`src/rtl/lsu_pkg.sv`:
```
// Shared encodings for the load/store unit: access sizes, error codes and FSM states.
package lsu_pkg;

    localparam int LSU_DW = 32;

    localparam logic [1:0] SIZE_BYTE = 2'd0;
    localparam logic [1:0] SIZE_HALF = 2'd1;
    localparam logic [1:0] SIZE_WORD = 2'd2;

    localparam logic [1:0] ERR_NONE     = 2'd0;
    localparam logic [1:0] ERR_MISALIGN = 2'd1;
    localparam logic [1:0] ERR_RANGE    = 2'd2;

    typedef enum logic [1:0] {
        ST_IDLE = 2'd0,
        ST_READ = 2'd1,
        ST_RESP = 2'd2
    } lsu_state_t;

endpackage

```
`src/rtl/lsu_align.sv`:
```
// Byte-lane steering: store byte enables and lane replication, load lane select and extension.
module lsu_align
    import lsu_pkg::*;
(
    input  logic [1:0]        offset,
    input  logic [1:0]        size,
    input  logic              sgn,
    input  logic [LSU_DW-1:0] wdata_in,
    input  logic [LSU_DW-1:0] rdata_in,
    output logic [3:0]        byte_en,
    output logic [LSU_DW-1:0] wdata_out,
    output logic [LSU_DW-1:0] rdata_out
);

    logic [7:0]  lane8;
    logic [15:0] lane16;

    always_comb begin
        byte_en   = 4'b1111;
        wdata_out = wdata_in;
        rdata_out = rdata_in;
        lane8     = rdata_in[{offset, 3'b000} +: 8];
        lane16    = offset[1] ? rdata_in[31:16] : rdata_in[15:0];
        case (size)
            SIZE_BYTE: begin
                byte_en   = 4'b0001 << offset;
                wdata_out = {4{wdata_in[7:0]}};
                rdata_out = {{24{sgn & lane8[7]}}, lane8};
            end
            SIZE_HALF: begin
                byte_en   = offset[1] ? 4'b1100 : 4'b0011;
                wdata_out = {2{wdata_in[15:0]}};
                rdata_out = {{16{sgn & lane16[15]}}, lane16};
            end
            default: begin
                // Size code 3 behaves as a full word.
                byte_en   = 4'b1111;
                wdata_out = wdata_in;
                rdata_out = rdata_in;
            end
        endcase
    end

endmodule

```
`src/rtl/lsu.sv`:
```
// Load/store unit: one request at a time between execute and RAM port A,
// with address checking, byte-lane steering and a 1-cycle synchronous read.
module lsu
    import lsu_pkg::*;
#(
    parameter int ADDR_WIDTH = 9,
    parameter int DATA_WIDTH = 32,
    parameter int DATA_BYTES = DATA_WIDTH / 8
) (
    input  logic                  clk,
    input  logic                  rst,
    input  logic                  req_valid,
    output logic                  req_ready,
    input  logic                  req_we,
    input  logic [1:0]            req_size,
    input  logic                  req_signed,
    input  logic [31:0]           req_addr,
    input  logic [31:0]           req_wdata,
    output logic                  resp_valid,
    input  logic                  resp_ready,
    output logic [31:0]           resp_rdata,
    output logic [1:0]            resp_err,
    output logic [DATA_BYTES-1:0] ram_we,
    output logic [ADDR_WIDTH-1:0] ram_addr,
    output logic [DATA_WIDTH-1:0] ram_wdata,
    input  logic [DATA_WIDTH-1:0] ram_rdata
);

    lsu_state_t state_q, state_d;
    logic [1:0]            off_q, off_d;
    logic [1:0]            size_q, size_d;
    logic                  sgn_q, sgn_d;
    logic [1:0]            err_q, err_d;
    logic [ADDR_WIDTH-1:0] raddr_q, raddr_d;
    logic [DATA_WIDTH-1:0] rdata_q, rdata_d;

    logic       accept;
    logic       misalign;
    logic       out_of_range;
    logic [1:0] req_err;

    logic [1:0]            al_off;
    logic [1:0]            al_size;
    logic                  al_sgn;
    logic [3:0]            al_be;
    logic [DATA_WIDTH-1:0] al_wdata;
    logic [DATA_WIDTH-1:0] al_rdata;

    assign req_ready = (state_q == ST_IDLE);
    assign accept    = req_valid & req_ready;

    assign misalign     = ((req_size == SIZE_HALF) && req_addr[0]) ||
                          (req_size[1] && (req_addr[1:0] != 2'b00));
    assign out_of_range = |req_addr[31:ADDR_WIDTH+2];
    assign req_err      = misalign ? ERR_MISALIGN : (out_of_range ? ERR_RANGE : ERR_NONE);

    // One aligner serves both directions: request fields while idle, latched load fields in READ.
    assign al_off  = (state_q == ST_READ) ? off_q  : req_addr[1:0];
    assign al_size = (state_q == ST_READ) ? size_q : req_size;
    assign al_sgn  = (state_q == ST_READ) ? sgn_q  : req_signed;

    lsu_align u_align (
        .offset    (al_off),
        .size      (al_size),
        .sgn       (al_sgn),
        .wdata_in  (req_wdata),
        .rdata_in  (ram_rdata),
        .byte_en   (al_be),
        .wdata_out (al_wdata),
        .rdata_out (al_rdata)
    );

    assign ram_addr   = (state_q == ST_READ) ? raddr_q : req_addr[ADDR_WIDTH+1:2];
    assign ram_wdata  = al_wdata;
    assign ram_we     = (accept && req_we && (req_err == ERR_NONE) && !rst) ? al_be : '0;
    assign resp_valid = (state_q == ST_RESP);
    assign resp_rdata = rdata_q;
    assign resp_err   = err_q;

    always_comb begin
        state_d = state_q;
        off_d   = off_q;
        size_d  = size_q;
        sgn_d   = sgn_q;
        err_d   = err_q;
        raddr_d = raddr_q;
        rdata_d = rdata_q;
        case (state_q)
            ST_IDLE: begin
                if (accept) begin
                    if (req_err != ERR_NONE || req_we) begin
                        state_d = ST_RESP;
                        err_d   = req_err;
                        rdata_d = '0;
                    end else begin
                        state_d = ST_READ;
                        off_d   = req_addr[1:0];
                        size_d  = req_size;
                        sgn_d   = req_signed;
                        raddr_d = req_addr[ADDR_WIDTH+1:2];
                        err_d   = ERR_NONE;
                    end
                end
            end
            ST_READ: begin
                state_d = ST_RESP;
                rdata_d = al_rdata;
                err_d   = ERR_NONE;
            end
            ST_RESP: begin
                if (resp_ready) begin
                    state_d = ST_IDLE;
                end
            end
            default: state_d = ST_IDLE;
        endcase
    end

    always_ff @(posedge clk or posedge rst) begin
        if (rst) begin
            state_q <= ST_IDLE;
            off_q   <= '0;
            size_q  <= '0;
            sgn_q   <= 1'b0;
            err_q   <= ERR_NONE;
            raddr_q <= '0;
            rdata_q <= '0;
        end else begin
            state_q <= state_d;
            off_q   <= off_d;
            size_q  <= size_d;
            sgn_q   <= sgn_d;
            err_q   <= err_d;
            raddr_q <= raddr_d;
            rdata_q <= rdata_d;
        end
    end

endmodule

```
`config.mk`:
```
export PLATFORM = sky130hd
export DESIGN_NAME = lsu
export DESIGN_NICKNAME = d
export VERILOG_FILES = /design/src/rtl/lsu_pkg.sv /design/src/rtl/lsu_align.sv /design/src/rtl/lsu.sv
export SDC_FILE = /design/constraint.sdc
export NUM_CORES = 1
export LEC_CHECK = 0
export CAP_MARGIN = 0
export CORE_MARGIN = 2
export CORE_UTILIZATION = 40
export DETAILED_ROUTE_END_ITERATION = 8
export DONT_BUFFER_PORTS = 1
export GPL_ROUTABILITY_DRIVEN = 0
export SYNTH_ARGS = -nofsm -noshare
export SYNTH_HDL_FRONTEND = slang
export SYNTH_HIERARCHICAL = 1
export SYNTH_SLANG_ARGS = --single-unit
```
`constraint.sdc`:
```
create_clock -name clk -period 3 [get_ports clk]
set_clock_uncertainty 0.15 [all_clocks]
set_input_delay 0.3 -clock clk [delete_from_list [all_inputs] [get_ports clk]]
set_output_delay 0.3 -clock clk [all_outputs]
set_load 0.01 [all_outputs]
```
==> impl_metrics.csv, run 1 <==
group,metric,value,unit
routing,drtIter0Drc,191,
finish,num-nets-final,527,
logic_synthesis,synth-seq-cells,50,
finish,drive_gt1_frac,0.248,
logic_synthesis,synth_compound_gate_area_share,0.203,
logic_synthesis,netlist_area,3730,um^2
sta,slew_headroom,0.447,
flow_run,maxCapViolations,0,
place,hpwl,7.77,mm
global_routing,grt_pass1_wl,15.8,mm
logic_synthesis,yosysMostFrequentCell,"nand2_1",
sta,setup_viol,0,
floorplanning,initial_core_util,0.408,
place,place.port_buffers,0,
sta,finalHoldViolations,0,
sta,layout_min_cycle_time,2.83,ns
routing,antenna_left,0,
logic_synthesis,synth_nets,524,
logic_synthesis,synth_cells,420,
finish,final_cell_area,4060,um^2
floorplanning,fp-row-count,35,
status,status,"finished, final reports clean",
critical_path,end_kind,"output port",
clock_tree,cts.sink_count,50,
floorplanning,dieHeight,101,um
routing,dr.pass1.iters,7,
routing,vias_per_cell,5.75,
floorplanning,dieArea,10100,um^2
logic_synthesis,synth_top_area_share,0.335,
clock_tree,worst_skew_pair.late_latency,0.30,ns
global_routing,overflow,0,
sta,setup_tns,0,ns
power_and_ir_drop,power.total,1.47,mW
sta,worstMarginPinSlew,0.830,ns
place,placed_cell_area,3760,um^2
clock_tree,htreeDepth,2,
finish,seqCellArea,1250,um^2
clock_tree,cts_inserted_buffers,5,
global_routing,grt_pass1_vias,2884,
min_path,hold_path_startpoint,"resp_ready",
finish,final_core_util,0.444,
finish,antenna_cells,0,
power_and_ir_drop,p_leak,1.80,nW
floorplanning,io_pins,185,
logic_synthesis,ys_warn_count,6,
routing,avgRoutedWirePerCell,19.8,um
global_routing,grt.total_usage,0.200,
routing,dr_total_vias,3077,
finish,fillers,891,
routing,finalWirelength,10.6,mm
critical_path,cp.required,2.55,ns
logic_synthesis,ys_top_cells_by_area,"dfrtp_1 34%, nand2_1 13%, mux2_4 7.2%",
clock_tree,clk_pin_slew,0.08,ns
clock_tree,cts-root-buf,"clkbuf_8",
clock_tree,cts_tree,"yes",
global_routing,grt_max_degree,59,
logic_synthesis,synth-edff-count,0,
sta,fin_crit_sh,0.942,
logic_synthesis,synth_xor_area_frac,0,
logic_synthesis,seq_area_frac_synth,0.335,
finish,area_delta_synth_final,8.82,%
logic_synthesis,yosysUniqueCellTypes,43,
min_path,holdCritPathClass,"input pin to flip-flop",
critical_path,worst_setup_path_start_kind,"flip-flop",
logic_synthesis,yosys.area.top_type,"dfrtp_1",
logic_synthesis,synth_top_family_by_area,"simple AND/OR/NAND/NOR gates",
sta,fmax,0.354,GHz
critical_path,regToRegStartpoint,"state_q[1]",
routing,drc,0,
floorplanning,coreArea,9150,um^2
logic_synthesis,muxShareOfSynthArea,0.163,
power_and_ir_drop,power.density,363,nW/um^2
logic_synthesis,yosys_most_used_dff,"dfrtp_1",
clock_tree,clockBufferDepth,2,
logic_synthesis,synth-simple-area-share,0.223,
critical_path,path_class,"flip-flop to output port",
logic_synthesis,async_flop_share,1.00,
global_routing,antenna_found_initial,0,
critical_path,arrival,2.38,ns
logic_synthesis,yosys-top-cells-count,"126 x nand2_1, 50 x dfrtp_1, 30 x o21ai_2",
sta,grt_setup_unrepaired,"false",
power_and_ir_drop,irDropWorstVdd,0.192,mV
critical_path,crit_start,"state_q[1]",
logic_synthesis,synth_adder_area_share,0,
critical_path,path_max_fanout,19,
sta,drv_slew,0,
floorplanning,chipWidth,101,um
finish,multi_input_area,2210,um^2
logic_synthesis,avgSynthCellArea,8.88,um^2
-- cell type report --
type	instances	area share
clock buffer	7	0.0188
clock inverter	1	0.00740
inverter	4	0.00370
multi-input combinational	323	0.545
sequential	50	0.308
tap	111	0.0342
timing repair buffer	39	0.0829
-- path summary, 6_finish.rpt --
path / endpoint / slack (ns) / cells past startpoint
max: ram_we[0] / 0.17 / 7
min: state_q[1] / 0.02 / 2
max reg2reg: resp_rdata[9] / 0.22 / 8
min reg2reg: size_q[0] / 0.36 / 1
max in group asynchronous: state_q[0] / 1.76 / 3
min in group asynchronous: resp_rdata[24] / 0.52 / 3
-- report_power, final --
part	leakage (nW)	switching (mW)	internal, mW
clock	0.0524	0.229	0.250
combinational	1.06	0.172	0.130
sequential	0.692	0.0103	0.681
total	1.80	0.411	1.06
-- timing repair --
action / 4_1_cts / 5_1_grt
buffers inserted: 0 / 4
resized for setup: 0 / 1
endpoints found under the setup margin: 0 / 2
endpoints found under the hold margin: 48 / 0
hold buffers: 16 / 0
-- logic make-up (layout without fill, tap and decap cells) --
| group | count (synthesis) | in the layout |
|---|---|---|
| AO/OA/AOI/OAI | 94 | 94 |
| multiplexers | 49 | 49 |
| AND/OR/NAND/NOR | 180 | 180 |
| flip-flops | 50 | 50 |
| buffers and inverters | 47 | 51 |
-- worst max-delay path, cell delays in order, from the launching register on --
cell      delay [ns]
dfrtp_1         0.44
nand2b_2        0.42
nand2_1         0.10
nand2_1         0.09
buf_4           0.27
nor2b_1         0.16
o21bai_2        0.35
and2_1          0.25
-- routing by layer --
metal  global-route usage  wire (um)  up-vias
met5                    0          0        -
met3               0.0555        832        8
met4               0.0358         80        0
met2                0.356       5520      138
li1                     -          -     1456
met1                0.242       4150     1475
-- per-stage QoR --
step | hold WS (ns) | setup slack (ns) | cells
after floorplan | 0.223 | 0.406 | 420
after global placement | 0.245 | 0.339 | 507
after detailed placement | 0.246 | 0.276 | 507
after CTS | 0.0155 | 0.131 | 531
after global routing | 0.0195 | 0.00503 | 535
final | 0.0233 | 0.174 | 535
-- flip-flops by register name, summed over array words and instances (netlist names) --
register and count:
sgn_q 1, size_q 2, resp_rdata 32, resp_err 2, off_q 2, state_q 2
raddr_q 9
-- cells in the final DEF, fill, tap and decap left out, drive strengths merged, types with 13 or more instances in the layout --
master and count:
nor2 13, nor2b 21, mux2i 17, nand2 126, o22ai 17, dlygate4sd3 16, mux2 31, dfrtp 50
o21ai 40, buf 23
Power figures use the tool's default switching activity.
==> inputs of run 2 (changes only) <==
- CTS_BUF_LIST: default -> sky130_fd_sc_hd__clkbuf_8 sky130_fd_sc_hd__clkbuf_16
- HOLD_SLACK_MARGIN: default -> 0.06
- SLEW_MARGIN: default -> 5
==> impl_metrics.csv, run 2 (synthesized netlist as in run 1, its figures left out) <==
group,metric,value,unit
critical_path,r2r_cells,8,
routing,drc,0,
clock_tree,clk_pin_slew,0.10,ns
min_path,holdCritPathClass,"input pin to flip-flop",
floorplanning,io_pins,185,
critical_path,worst_setup_path_start_kind,"flip-flop",
global_routing,grt_pass1_vias,2887,
status,status,"finished, final reports clean",
global_routing,overflow,0,
floorplanning,dieHeight,101,um
finish,drive_gt1_frac,0.247,
floorplanning,initial_core_util,0.408,
floorplanning,chipWidth,101,um
clock_tree,htreeDepth,2,
finish,area_delta_synth_final,9.09,%
finish,seqCellArea,1250,um^2
routing,drtIter0Drc,223,
routing,dr_total_vias,3123,
global_routing,grt.total_usage,0.200,
sta,setup_tns,0,ns
floorplanning,fp-row-count,35,
clock_tree,cts.sink_count,50,
critical_path,crit_chain,"nand2b_2 > nand2_1 > nand2_1 > buf_4 > nor2b_1 > o21bai_2 > and2_1",
critical_path,reg2reg_slack,0.21,ns
power_and_ir_drop,p_leak,1.81,nW
power_and_ir_drop,irDropWorstVdd,0.192,mV
sta,layout_setup_ws,0.147,ns
sta,grt_setup_unrepaired,"false",
finish,num-nets-final,528,
critical_path,cp.required,2.55,ns
sta,fmax,0.350,GHz
global_routing,grt_max_degree,59,
sta,fin_crit_sh,0.951,
critical_path,crit_start,"state_q[1]",
global_routing,antenna_found_initial,0,
critical_path,reg2reg_to,"resp_rdata[30]",
critical_path,end_kind,"output port",
place,place.port_buffers,0,
critical_path,crit_path_end,"ram_we[0]",
finish,antenna_cells,0,
critical_path,cp_common_cell,"nand2_1",
finish,final_cell_mix,"125 x nand2_1, 50 x dfrtp_1, 30 x o21ai_2",
floorplanning,dieArea,10100,um^2
sta,drv_slew,0,
routing,avgRoutedWirePerCell,19.8,um
routing,dr.pass1.iters,4,
clock_tree,clockBufferDepth,2,
global_routing,grt_pass1_wl,15.8,mm
sta,slew_headroom,0.445,
critical_path,arrival,2.40,ns
finish,final_core_util,0.445,
critical_path,path_max_fanout,19,
finish,multi_input_area,2210,um^2
critical_path,path_class,"flip-flop to output port",
place,hpwl,7.77,mm
routing,antenna_left,0,
finish,largest_reg_flops,32,
power_and_ir_drop,power.density,361,nW/um^2
clock_tree,cts_inserted_buffers,5,
place,pre_cts_slack,0.276,ns
routing,vias_per_cell,5.83,
routing,finalWirelength,10.6,mm
critical_path,cpPeakStageDelay,0.45,ns
clock_tree,cts_tree,"yes",
flow_run,maxCapViolations,0,
finish,fillers,890,
clock_tree,worst_skew_pair.late_latency,0.30,ns
critical_path,regToRegStartpoint,"state_q[1]",
finish,mostFrequentLayoutCell,"nand2_1",
floorplanning,coreArea,9150,um^2
critical_path,cpMaxStageDelayCell,"dfrtp_1",
sta,worstMarginPinSlew,0.832,ns
sta,setup_viol,0,
sta,finalHoldViolations,0,
clock_tree,cts-root-buf,"clkbuf_8",
sta,layout_min_cycle_time,2.85,ns
## run 2: power by group
group | leakage (nW) | switching [mW] | internal [mW]
Sequential | 0.692 | 0.0105 | 0.681
Combinational | 1.06 | 0.172 | 0.131
Clock | 0.0607 | 0.230 | 0.243
## run 2: timing repair
item	4_1_cts	5_1_grt
setup buffers	0	4
hold buffers	17	0
gates resized for setup	0	1
hold endpoints to repair	66	0
setup endpoints to repair	0	2
## run 2: area by class of cell
cell class                 count  area share
clock buffer                   5      0.0169
clock inverter                 3     0.00922
inverter                       4     0.00369
multi-input combinational    323       0.543
sequential                    50       0.307
tap                          111      0.0341
timing repair buffer          40      0.0852
## run 2: worst min path at each step
stage	from	end	slack (ns)	depth (start not counted)
floorplan	req_we	state_q[0]	0.22	1
CTS	ram_rdata[11]	resp_rdata[11]	0.07	4
global route	ram_rdata[6]	resp_rdata[6]	0.08	3
detailed placement	req_we	state_q[0]	0.25	1
finish	ram_rdata[11]	resp_rdata[11]	0.07	4
global placement	req_we	state_q[0]	0.25	1
## run 2: critical path: cells and delay by family, from the launching register on
| family | cells | cell delay (ns) |
|---|---|---|
| buf+inv | 1 | 0.27 |
| simple gates | 5 | 1.02 |
| compound gates | 1 | 0.36 |
| flops | 1 | 0.45 |
## run 2: metrics by stage
step / instances / area [um^2] / hold slack [ns] / total power [mW]
floorplan: 420 / 3730 / 0.223 / 0.956
global placement: 507 / 3760 / 0.245 / 0.989
detailed placement: 507 / 3760 / 0.246 / 0.989
CTS: 532 / 4040 / 0.0669 / 1.48
global route: 536 / 4070 / 0.0786 / 1.54
finish: 536 / 4070 / 0.0721 / 1.47
## run 2: layer usage
layer,up-vias,share of wire,track usage
li1,1463,-,-
met1,1502,0.39,0.243
met2,151,0.52,0.357
met3,7,0.080,0.0541
met4,0,0.0073,0.0358
met5,-,0,0
==> inputs of run 3 (changes only) <==
- CTS_BUF_LIST: sky130_fd_sc_hd__clkbuf_8 sky130_fd_sc_hd__clkbuf_16 -> default
==> impl_metrics.csv, run 3 (synthesized netlist as in run 1, its figures left out) <==
group,metric,value,unit
critical_path,cpMaxStageDelayCell,"nor2b_4",
power_and_ir_drop,p_seq_frac,0.470,
routing,dr.pass1.iters,4,
global_routing,grt_pass1_vias,2887,
clock_tree,cts_setup_buffers,0,
critical_path,worst_setup_path_start_kind,"flip-flop",
routing,vias_per_cell,5.77,
floorplanning,dieHeight,101,um
critical_path,cp.required,2.55,ns
power_and_ir_drop,switching_share,0.278,
sta,layout_min_cycle_time,2.83,ns
flow_run,maxCapViolations,0,
power_and_ir_drop,p_leak,1.78,nW
clock_tree,clk_pin_slew,0.10,ns
sta,slew_headroom,0.539,
critical_path,arrival,2.38,ns
routing,antenna_left,0,
clock_tree,cts_tree,"yes",
sta,grt_setup_unrepaired,"true",
critical_path,cpPeakStageDelay,0.43,ns
global_routing,overflow,0,
finish,final_cell_mix,"125 x nand2_1, 50 x dfrtp_1, 30 x o21ai_2",
critical_path,end_kind,"output port",
routing,drtIter0Drc,178,
place,placed_cell_area,3760,um^2
sta,fmax,0.353,GHz
critical_path,path_max_fanout,17,
finish,mostFrequentLayoutCell,"nand2_1",
sta,finalHoldViolations,0,
clock_tree,cts-root-buf,"clkbuf_8",
finish,largest_reg_flops,32,
clock_tree,cts_inserted_buffers,5,
sta,worstMarginPinSlew,0.691,ns
global_routing,grt_max_degree,59,
status,status,"finished, final reports clean",
routing,drc,0,
clock_tree,htreeDepth,2,
critical_path,crit_chain,"nor2b_4 > nand2_1 > nand2_1 > buf_4 > nor2b_1 > o21bai_2 > and2_1",
global_routing,antenna_found_initial,0,
floorplanning,io_pins,185,
finish,num-nets-final,524,
clock_tree,clockBufferDepth,2,
power_and_ir_drop,p_int,1.06,mW
power_and_ir_drop,pwr-share-comb,0.206,
critical_path,path_buf_inv,1,
floorplanning,initial_core_util,0.408,
sta,drv_slew,0,
clock_tree,cts.sink_count,50,
power_and_ir_drop,power.density,364,nW/um^2
place,place.port_buffers,0,
routing,finalWirelength,10.6,mm
place,hpwl,7.77,mm
power_and_ir_drop,irDropWorstVdd,0.191,mV
finish,area_delta_synth_final,8.32,%
power_and_ir_drop,power.switching,0.410,mW
floorplanning,coreArea,9150,um^2
routing,dr_total_vias,3068,
floorplanning,fp-row-count,35,
power_and_ir_drop,power.total,1.47,mW
finish,fillers,892,
min_path,holdCritPathClass,"input pin to flip-flop",
routing,avgRoutedWirePerCell,19.9,um
finish,drive_gt1_frac,0.242,
critical_path,path_class,"flip-flop to output port",
global_routing,grt_pass1_wl,15.8,mm
critical_path,cp_top_family,"simple AND/OR/NAND/NOR gates",
global_routing,grt.total_usage,0.200,
sta,setup_viol,0,
sta,fin_crit_sh,0.943,
power_and_ir_drop,p_clk_frac,0.325,
finish,antenna_cells,0,
floorplanning,dieArea,10100,um^2
floorplanning,chipWidth,101,um
critical_path,cp_common_cell,"nand2_1",
finish,final_cell_area,4040,um^2
clock_tree,worst_skew_pair.late_latency,0.30,ns
sta,hold-worst-slack,0.0711,ns
[run 3: per-layer routing]
| layer | track usage | up-vias | part of all wire | wire length, um |
|---|---|---|---|---|
| met3 | 0.0541 | 8 | 0.075 | 795 |
| met2 | 0.357 | 134 | 0.52 | 5530 |
| met1 | 0.243 | 1467 | 0.39 | 4170 |
| li1 | - | 1459 | - | - |
| met5 | 0 | - | 0 | 0 |
| met4 | 0.0358 | 0 | 0.0081 | 86 |
[run 3: area by class of cell]
cell class	count	area, um^2	area share
multi-input combinational	323	2210	0.548
inverter	4	15.0	0.00372
clock inverter	1	30.0	0.00743
clock buffer	7	76.3	0.0189
tap	111	139	0.0344
timing repair buffer	36	317	0.0783
sequential	50	1250	0.310
[run 3: final timing paths]
kind                          startpoint        endpoint  slack (ns)  depth (start not counted)
setup / recovery              state_q[0]       ram_we[0]        0.17                          7
hold / removal             ram_rdata[11]  resp_rdata[11]        0.07                          4
setup reg to reg              state_q[1]   resp_rdata[0]        0.28                          9
hold reg to reg                size_q[0]       size_q[0]        0.36                          1
max in group asynchronous            rst      state_q[0]        1.75                          3
min in group asynchronous            rst  resp_rdata[24]        0.53                          3
[run 3: what timing repair did]
| item | CTS | global route |
|---|---|---|
| endpoints found under the hold margin | 66 | 0 |
| endpoints found under the setup margin | 0 | 2 |
| resized for setup | 0 | 2 |
| hold buffers | 17 | 0 |
[run 3: power by group through the flow]
stage | clock network, mW | registers (mW) | logic, mW
after detailed placement | 0 | 0.705 | 0.284
final | 0.478 | 0.692 | 0.303
after global placement | 0 | 0.705 | 0.284
after global routing | 0.525 | 0.692 | 0.330
after CTS | 0.492 | 0.692 | 0.304
after floorplan | 0 | 0.702 | 0.253
[run 3: worst reg2reg max path, stage by stage, from the launching register on]
cell	delay (ns)
dfrtp_1	0.44
nand2b_2	0.41
nand2_1	0.10
nand2_1	0.23
buf_4	0.26
inv_1	0.22
nor3_2	0.46
a221o_1	0.24
nand2_1	0.09
o21ai_2	0.07
[run 3: metrics by stage]
stage	setup WS, ns	utilization	instances	setup TNS, ns
floorplan	0.406	-	420	0
global placement	0.339	0.411	507	0
detailed placement	0.276	0.411	507	0
CTS	0.131	0.441	532	0
global route	-0.00299	0.442	532	-0.00299
finish	0.170	0.442	532	0
